**config.mk**
```make
export PLATFORM = sky130hd
export DESIGN_NAME = fetch_sequencer_flat
export DESIGN_NICKNAME = d
export VERILOG_FILES = /design/src/rtl/fetch_sequencer_pkg.sv /design/src/rtl/fetch_sequencer_if.sv /design/src/rtl/fetch_sequencer.sv /design/src/flat_wrapper.sv
export SDC_FILE = /design/constraint.sdc
export NUM_CORES = 1
export LEC_CHECK = 0
export CORE_MARGIN = 3
export CORE_UTILIZATION = 40
export CTS_CLUSTER_DIAMETER = 100
export DETAILED_ROUTE_END_ITERATION = 8
export PLACE_DENSITY = 0.68
export SYNTH_ARGS = -nofsm -noshare
export SYNTH_HDL_FRONTEND = slang
export SYNTH_SLANG_ARGS = --single-unit
```
**constraint.sdc**
```tcl
create_clock -name clk -period 2.6 [get_ports clk]
set_input_delay 0.78 -clock clk [delete_from_list [all_inputs] [get_ports clk]]
set_output_delay 0.78 -clock clk [all_outputs]
set_load 0.005 [all_outputs]
```
**src/rtl/fetch_sequencer_pkg.sv**
```systemverilog
// Shared types and constants for the instruction-fetch sequencer.
package fetch_sequencer_pkg;

  typedef logic [31:0] word_t;

  localparam word_t INSTR_NOP = 32'h00000013;

  typedef logic [1:0] fetch_state_t;

  localparam fetch_state_t FETCH = 2'd0;
  localparam fetch_state_t DRAIN = 2'd1;
  localparam fetch_state_t HOLD  = 2'd2;

  function automatic word_t align_word(input word_t addr);
    return addr & ~word_t'(3);
  endfunction

endpackage

```
**src/rtl/fetch_sequencer_if.sv**
```systemverilog
// Branch-redirect input, memory read bus and decode handshake of the fetch sequencer.
interface fetch_sequencer_if;
  import fetch_sequencer_pkg::*;

  logic  branch_taken;
  word_t branch_target;
  logic  fetch_valid;
  logic  fetch_ready;
  word_t fetch_address;
  word_t fetch_rdata;
  logic  instr_valid;
  logic  instr_ready;
  word_t instr_data;
  word_t instr_pc;

  modport master (
    input  branch_taken, branch_target, fetch_ready, fetch_rdata, instr_ready,
    output fetch_valid, fetch_address, instr_valid, instr_data, instr_pc
  );

  modport slave (
    output branch_taken, branch_target, fetch_ready, fetch_rdata, instr_ready,
    input  fetch_valid, fetch_address, instr_valid, instr_data, instr_pc
  );

endinterface

```
**src/rtl/fetch_sequencer.sv**
```systemverilog
// Owns the PC, issues one instruction read at a time and buffers the returned
// word for decode; branch redirects discard in-flight or buffered instructions.
module fetch_sequencer
  import fetch_sequencer_pkg::*;
#(
  parameter word_t RESET_ADDRESS = 32'h00000000
) (
  input  logic             clk,
  input  logic             reset,
  fetch_sequencer_if.master bus
);

  fetch_state_t state, state_d;
  word_t        pc, pc_d;
  word_t        pending, pending_d;
  word_t        instr_q, instr_d;
  word_t        instr_pc_q, instr_pc_d;
  word_t        target;

  assign target = align_word(bus.branch_target);

  // Reset gates the handshakes combinationally so nothing leaks out mid-reset.
  assign bus.fetch_valid   = !reset && (state == FETCH || state == DRAIN);
  assign bus.fetch_address = pc;
  assign bus.instr_valid   = !reset && (state == HOLD);
  assign bus.instr_data    = instr_q;
  assign bus.instr_pc      = instr_pc_q;

  always_comb begin
    state_d    = state;
    pc_d       = pc;
    pending_d  = pending;
    instr_d    = instr_q;
    instr_pc_d = instr_pc_q;
    case (state)
      FETCH: begin
        if (bus.branch_taken) begin
          // A request cannot be withdrawn, so a redirect without ready waits in DRAIN.
          if (bus.fetch_ready) begin
            pc_d = target;
          end else begin
            pending_d = target;
            state_d   = DRAIN;
          end
        end else if (bus.fetch_ready) begin
          instr_d    = bus.fetch_rdata;
          instr_pc_d = pc;
          pc_d       = pc + 32'd4;
          state_d    = HOLD;
        end
      end
      DRAIN: begin
        if (bus.branch_taken) begin
          pending_d = target;
        end
        if (bus.fetch_ready) begin
          pc_d    = bus.branch_taken ? target : pending;
          state_d = FETCH;
        end
      end
      HOLD: begin
        // Redirect wins over decode acceptance; the buffered word is dropped.
        if (bus.branch_taken) begin
          pc_d    = target;
          state_d = FETCH;
        end else if (bus.instr_ready) begin
          state_d = FETCH;
        end
      end
      default: begin
        state_d = FETCH;
      end
    endcase
  end

  always_ff @(posedge clk) begin
    if (reset) begin
      state      <= FETCH;
      pc         <= RESET_ADDRESS;
      pending    <= RESET_ADDRESS;
      instr_q    <= INSTR_NOP;
      instr_pc_q <= RESET_ADDRESS;
    end else begin
      state      <= state_d;
      pc         <= pc_d;
      pending    <= pending_d;
      instr_q    <= instr_d;
      instr_pc_q <= instr_pc_d;
    end
  end

endmodule

```
**src/flat_wrapper.sv**
```systemverilog
// flat-port wrapper written by rule: the top's interface ports become plain ports
module fetch_sequencer_flat import fetch_sequencer_pkg::*;
#(
  parameter word_t RESET_ADDRESS = 32'h00000000
)
  (clk, reset, bus_branch_taken, bus_branch_target, bus_fetch_ready, bus_fetch_rdata, bus_instr_ready, bus_fetch_valid, bus_fetch_address, bus_instr_valid, bus_instr_data, bus_instr_pc);
  fetch_sequencer_if bus_i ();
  input  logic clk;
  input  logic reset;
  input wire logic [$bits(bus_i.branch_taken)-1:0] bus_branch_taken;
  input wire logic [$bits(bus_i.branch_target)-1:0] bus_branch_target;
  input wire logic [$bits(bus_i.fetch_ready)-1:0] bus_fetch_ready;
  input wire logic [$bits(bus_i.fetch_rdata)-1:0] bus_fetch_rdata;
  input wire logic [$bits(bus_i.instr_ready)-1:0] bus_instr_ready;
  output wire logic [$bits(bus_i.fetch_valid)-1:0] bus_fetch_valid;
  output wire logic [$bits(bus_i.fetch_address)-1:0] bus_fetch_address;
  output wire logic [$bits(bus_i.instr_valid)-1:0] bus_instr_valid;
  output wire logic [$bits(bus_i.instr_data)-1:0] bus_instr_data;
  output wire logic [$bits(bus_i.instr_pc)-1:0] bus_instr_pc;
  assign bus_i.branch_taken = bus_branch_taken;
  assign bus_i.branch_target = bus_branch_target;
  assign bus_i.fetch_ready = bus_fetch_ready;
  assign bus_i.fetch_rdata = bus_fetch_rdata;
  assign bus_i.instr_ready = bus_instr_ready;
  assign bus_fetch_valid = bus_i.fetch_valid;
  assign bus_fetch_address = bus_i.fetch_address;
  assign bus_instr_valid = bus_i.instr_valid;
  assign bus_instr_data = bus_i.instr_data;
  assign bus_instr_pc = bus_i.instr_pc;
  fetch_sequencer #(.RESET_ADDRESS(RESET_ADDRESS)) u_core (.clk(clk), .reset(reset), .bus(bus_i));
endmodule
```
# Yosys cells after proc, flatten, opt, wreduce, memory -nomap -nowiden
# Cells that the tools add are included.
classes:
  n_addsub: 1
  n_eq_ne: 10
  mux: 17
  n_bitwise: 1
  reduce_logical: 11
ops:
  columns: ["cell", "count"]
  rows:
  - ["32-bit two-way mux", 8]
  - ["32-bit one-hot mux with 3 select lines", 1]
  - ["32-bit one-hot mux with 2 select lines", 1]
  - ["32-bit by 3-bit adder with 32-bit output, second input constant", 1]
  - ["2-bit two-way mux", 6]
  - ["2-bit != test, second input constant", 5]
  - ["3-bit != test, second input constant", 3]
  - ["4-bit AND reduction", 2]
  - ["2-bit one-hot mux with 3 select lines", 1]
  - ["3-bit AND reduction", 2]
  - ["3-bit nonzero test", 1]
  - ["2-bit by 1-bit equality test with 1-bit output, second input constant", 1]
  - ["2-bit equality test, second input constant", 1]
  - ["1-bit logical AND", 2]
  - ["2-bit logical NOT", 1]
  - ["2-bit nonzero test", 1]
  - ["1-bit logical NOT", 1]
  - ["1-bit logical OR", 1]
  - ["1-bit inverter", 1]
word_totals:
  register_bits: 130
  output_inout_bits: 98

# Depth between registers and ports, before layout
# Gate-level depths: netlist (run 1).
depth:
  depth_word: 4
  mapped_depth: 10
  depth_no_buf: 7

# Worst setup path after synthesis (run 1)
# OpenSTA, ideal clock, no wires.
synth_path:
  kind: "input-to-reg"
  start: "in bus_fetch_ready"
  end: "reg u_core.pc[29], in the netlist u_core.bus.fetch_address[29]"
  setup_ps: 73
  arrival_ps: 2152
  required_ps: 2527
  slack_ps: 375
  stages: 6
  n_path_buf: 2
  path_cell_list: "buf_2 o21ba_1 or3_1 buf_2 or4_1 o22ai_2"
synth_between:
  elab_chain_cells: 2
synth_rtl:
  columns: ["element", "line", "text"]
  rows:
  - ["from (decl)", "flat_wrapper.sv:12", "input wire logic [$bits(bus_i.fetch_ready)-1:0] bus_fetch_ready;"]
  - ["2-bit != test (no line)", null, null]
  - ["4-bit AND reduction (no line) (*)", null, null]
  - ["to (signal assigned)", "fetch_sequencer.sv:85", "pc <= pc_d;"]
  - ["to (decl)", "fetch_sequencer.sv:14", "word_t pc, pc_d;"]
# Every way passes the cells marked *; elsewhere a longest branch is shown, timed or not.
# A chain may end at the register's enable or synchronous reset.

# Worst setup path in the final report (run 1)
layout_path:
  start: "reg u_core.state[0]"
  end: "out bus_instr_valid"
layout_between:
  elab_chain_cells: 2
layout_rtl:
  columns: ["element", "line", "text"]
  rows:
  - ["from (decl)", "fetch_sequencer.sv:13", "fetch_state_t state, state_d;"]
  - ["from (signal assigned)", "fetch_sequencer.sv:84", "state <= state_d;"]
  - ["2-bit equality test", "fetch_sequencer.sv:25", "assign bus.instr_valid = !reset && (state == HOLD);"]
  - ["1-bit logical AND", "fetch_sequencer.sv:25", null]
  - ["to (decl)", "flat_wrapper.sv:17", "output wire logic [$bits(bus_i.instr_valid)-1:0] bus_instr_valid;"]
# Every way passes these cells.

==> flow_metrics.env, run 1 <==
export IMPL_period_minus_slack_ns=2.50
export IMPL_layout_commonest_cell="sky130_fd_sc_hd__nand2_1"
export IMPL_clockBufferDepth=2
export IMPL_setup_tns_final_ns=0
export IMPL_drtPass1Iterations=5
export IMPL_syn_nets=905
export IMPL_cts_resized=5
export IMPL_fin_nets=1058
export IMPL_die_width_um=131
export IMPL_clkLatencyLatePin_ns=0.43
export IMPL_synth_area_leaders="sky130_fd_sc_hd__dfxtp_1 (42%), sky130_fd_sc_hd__nand2_1 (13%), sky130_fd_sc_hd__a21oi_1 (11%)"
export IMPL_maxClockFrequency_mhz=399
export IMPL_drc=0
export IMPL_post_drt_wl_per_cell_um=16.4
export IMPL_core_rowCount=45
export IMPL_worst_setup_path_type="register to primary output"
export IMPL_synth_top_flop_cell="sky130_fd_sc_hd__dfxtp_1"
export IMPL_global_route_overflow_total=0
export IMPL_cp_arrival_ns=1.72
export IMPL_cell_depth_of_the_worst_hold_path=2
export IMPL_dieArea_sq_um=17200
export IMPL_final_min_period_over_clock_period=0.963
export IMPL_pin_count_of_the_biggest_net_entering_global_routing=129
export IMPL_timing_final_max_slew_violations=0
export IMPL_worst_r2r_startpoint="u_core.bus.fetch_address[11]"
export IMPL_postSynthRegisterBits=130
export IMPL_holdCritPathClass="register to register"
export IMPL_whs_endpoint="u_core.bus.instr_data[25]"
export IMPL_pre_cts_slack_ns=-0.0733
export IMPL_area_fraction_of_the_dominant_cell_type_after_synthesis=0.415
export IMPL_crit_path_max_fanout=7
export IMPL_clock_transition_at_the_register_clock_pins_on_the_worst_setup_and_hold_paths_after_cts_ns=0.06
export IMPL_finalWirelength_um=19800
export IMPL_n_antenna_cell=0
export IMPL_setup_viol=0
export IMPL_netlist_instances=831
export IMPL_initial_core_util=0.411
export IMPL_drt_vias_per_instance=5.32
export IMPL_drt_antenna_net_count=0
export IMPL_worstRegToRegCells=5
export IMPL_required_time_of_the_critical_path_ns=1.82
export IMPL_final_hold_viol_count=0
export IMPL_clock_sinks=130
export IMPL_slew_at_the_pin_closest_to_its_max_slew_limit_ns=0.682
export IMPL_p_per_area_nw_per_um2=677
export IMPL_slew_limit_headroom=0.546
export IMPL_finalWorstSetupSlack_ns=0.0950
export IMPL_max_vdd_ir_drop_v=0.000488
export IMPL_mappedNetlistArea_sq_um=6270
export IMPL_cap_violations=0
export IMPL_mostFrequentLayoutCells="sky130_fd_sc_hd__nand2_1 (211), sky130_fd_sc_hd__clkdlybuf4s50_1 (161), sky130_fd_sc_hd__a21oi_1 (136)"
export IMPL_hold_path_startpoint="u_core.bus.instr_data[25]"
export IMPL_fin_worst_skew_ns=0.00814
export IMPL_area_growth_synth_to_final_pct=41.8
export IMPL_post_synth_cell_area_avg_sq_um=7.54
export IMPL_async_flop_share=0
export IMPL_power_leakage_nw=3.20
export IMPL_port_buffers=164
export IMPL_grt_pass1_vias=5889
export IMPL_htree_levels=4
export IMPL_dr_first_iter_drc_count=528
export IMPL_post_cts_setup_buffers=0
export IMPL_dr_total_vias=6423
export IMPL_r2r_end="u_core.bus.fetch_address[27]"
export IMPL_status="finished clean"
export IMPL_clock_root_buffer="sky130_fd_sc_hd__clkbuf_16"
export IMPL_global_route_usage_total=0.227
export IMPL_placeableCoreArea_sq_um=15300
export IMPL_yosys_warnings=0
export IMPL_r2r_setup_slack_ns=0.43
export IMPL_grt_first_pass_wirelength_um=32200
export IMPL_cts_made_buffers=17
export IMPL_synthDominantAreaCellType="sky130_fd_sc_hd__dfxtp_1"
export IMPL_number_of_enable_type_register_cells_in_the_synthesized_netlist=0
export IMPL_dp_hpwl_um=13500
export IMPL_cts_tree="done"
export IMPL_synth_sequential_area_ratio=0.415
export IMPL_number_of_distinct_library_cells_after_synthesis=61
export IMPL_kind_of_end_point_of_the_critical_path="primary output"
export IMPL_share_of_final_layout_standard_cells_stronger_than_drive_strength_1=0.110
export IMPL_postCtsHoldBufs=0
export IMPL_grt_setup_unrepaired="no"
export IMPL_die_h_um=131
export IMPL_finalWeightedCongestion=0.864
export IMPL_worstSetupStartpointType="register"
export IMPL_antenna_found_initial=0
export IMPL_ios=167
[worst max-delay path, cell delays in order, from the launching register on]
cell	delay [ns]
sky130_fd_sc_hd__dfxtp_4	0.37
sky130_fd_sc_hd__inv_2	0.10
sky130_fd_sc_hd__ha_4	0.15
sky130_fd_sc_hd__inv_2	0.06
sky130_fd_sc_hd__nor2_1	0.10
sky130_fd_sc_hd__clkdlybuf4s50_1	0.51
[registers in the layout, indices dropped and copies added (netlist names)]
| signal | cells |
|---|---|
| u_core.pending | 32 |
| u_core.bus.instr_data | 32 |
| u_core.bus.fetch_address | 32 |
| u_core.state | 2 |
| u_core.bus.instr_pc | 32 |
[cells in the mapped netlist, types with 3 or more instances]
library cell,n
sky130_fd_sc_hd__nor3b_1,7
sky130_fd_sc_hd__dfxtp_1,130
sky130_fd_sc_hd__a22o_1,4
sky130_fd_sc_hd__inv_1,23
sky130_fd_sc_hd__nand3b_1,3
sky130_fd_sc_hd__nor4_1,5
sky130_fd_sc_hd__nor3_1,13
sky130_fd_sc_hd__a21oi_1,136
sky130_fd_sc_hd__buf_1,9
sky130_fd_sc_hd__buf_4,3
sky130_fd_sc_hd__nand4_1,10
sky130_fd_sc_hd__nor2b_1,3
sky130_fd_sc_hd__a31oi_1,3
sky130_fd_sc_hd__a211oi_1,13
sky130_fd_sc_hd__a22oi_1,7
sky130_fd_sc_hd__o2bb2ai_1,4
sky130_fd_sc_hd__nand3_1,17
sky130_fd_sc_hd__nor4_2,3
sky130_fd_sc_hd__nor2_1,42
sky130_fd_sc_hd__a221oi_1,23
sky130_fd_sc_hd__and4_1,4
sky130_fd_sc_hd__and3_1,5
sky130_fd_sc_hd__a31o_2,6
sky130_fd_sc_hd__ha_1,5
sky130_fd_sc_hd__o21ai_0,23
sky130_fd_sc_hd__a2111oi_0,3
sky130_fd_sc_hd__and2_1,3
sky130_fd_sc_hd__buf_2,12
sky130_fd_sc_hd__or2_2,5
sky130_fd_sc_hd__nand2_1,211
sky130_fd_sc_hd__or3_1,3
sky130_fd_sc_hd__clkbuf_1,44
sky130_fd_sc_hd__a21o_1,6
sky130_fd_sc_hd__a41o_1,3
sky130_fd_sc_hd__mux2i_1,4
[per-layer routing]
layer  vias to the layer above  wire length [um]  track usage
met4                         0               325       0.0811
met1                      2954              9390        0.328
li1                       3221                 -            -
met3                        24              1160       0.0402
met2                       224              8950        0.340
met5                         -                 0            0
[kinds of logic after synthesis]
kind of cell	Yosys count	synth area share
AND/OR/NAND/NOR	344	0.251
AO/OA/AOI/OAI	248	0.246
flip-flops	130	0.415
buffers and inverters	95	0.0637
multiplexers	5	0.00819
adder cells (fa/ha/maj)	5	0.00998
XOR/XNOR	4	0.00559
[power by group]
part | internal (mW) | switching (mW) | leakage (nW) | total [mW]
clock | 1.53 | 0.907 | 0.285 | 2.44
sequential | 2.14 | 0.166 | 1.06 | 2.30
combinational | 0.630 | 0.648 | 1.85 | 1.28
total | 4.30 | 1.72 | 3.20 | 6.02
[cell type report]
type	instances	area [sq um]
Fill cell	1432	6370
Multi-Input combinational cell	606	3310
Timing Repair Buffer	205	2010
Inverter	24	90.1
Clock buffer	19	443
Sequential cell	130	2610
Clock inverter	13	161
Tap cell	211	264
[per-stage QoR]
stage	cells	area [sq um]	utilization	hold WS, ns	power, mW
2_1_floorplan	831	6270	-	0.434	2.96
3_3_place_gp	1176	8240	0.540	0.441	3.58
3_5_place_dp	1176	8240	0.540	0.446	3.60
4_1_cts	1208	8850	0.580	0.453	6.04
5_1_grt	1208	8890	0.582	0.468	6.28
6_report	1208	8890	0.582	0.451	6.02
[worst max path at each step]
stage / from / end / cells past startpoint / slack (ns)
after floorplan: bus_fetch_ready / u_core.bus.fetch_address[29] / 6 / 0.37
after global placement: bus_fetch_ready / u_core.bus.fetch_address[17] / 7 / -0.06
after detailed placement: bus_fetch_ready / u_core.bus.fetch_address[25] / 8 / -0.07
after CTS: u_core.state[1] / bus_fetch_valid / 5 / -0.006
after global routing: u_core.state[0] / bus_instr_valid / 5 / 0.04
final: u_core.state[0] / bus_instr_valid / 5 / 0.1
(Power assumes the default switching activity.)
==> inputs of run 2 (changes only) <==
--- a/config.mk
+++ b/config.mk
@@ -10,6 +10,7 @@
 export CTS_CLUSTER_DIAMETER = 100
 export DETAILED_ROUTE_END_ITERATION = 8
 export PLACE_DENSITY = 0.68
+export SLEW_MARGIN = 20
 export SYNTH_ARGS = -nofsm -noshare
 export SYNTH_HDL_FRONTEND = slang
 export SYNTH_SLANG_ARGS = --single-unit
==> results of run 2 <==
Same layout as run 1: the final DEF is identical, and so are final timing and power.
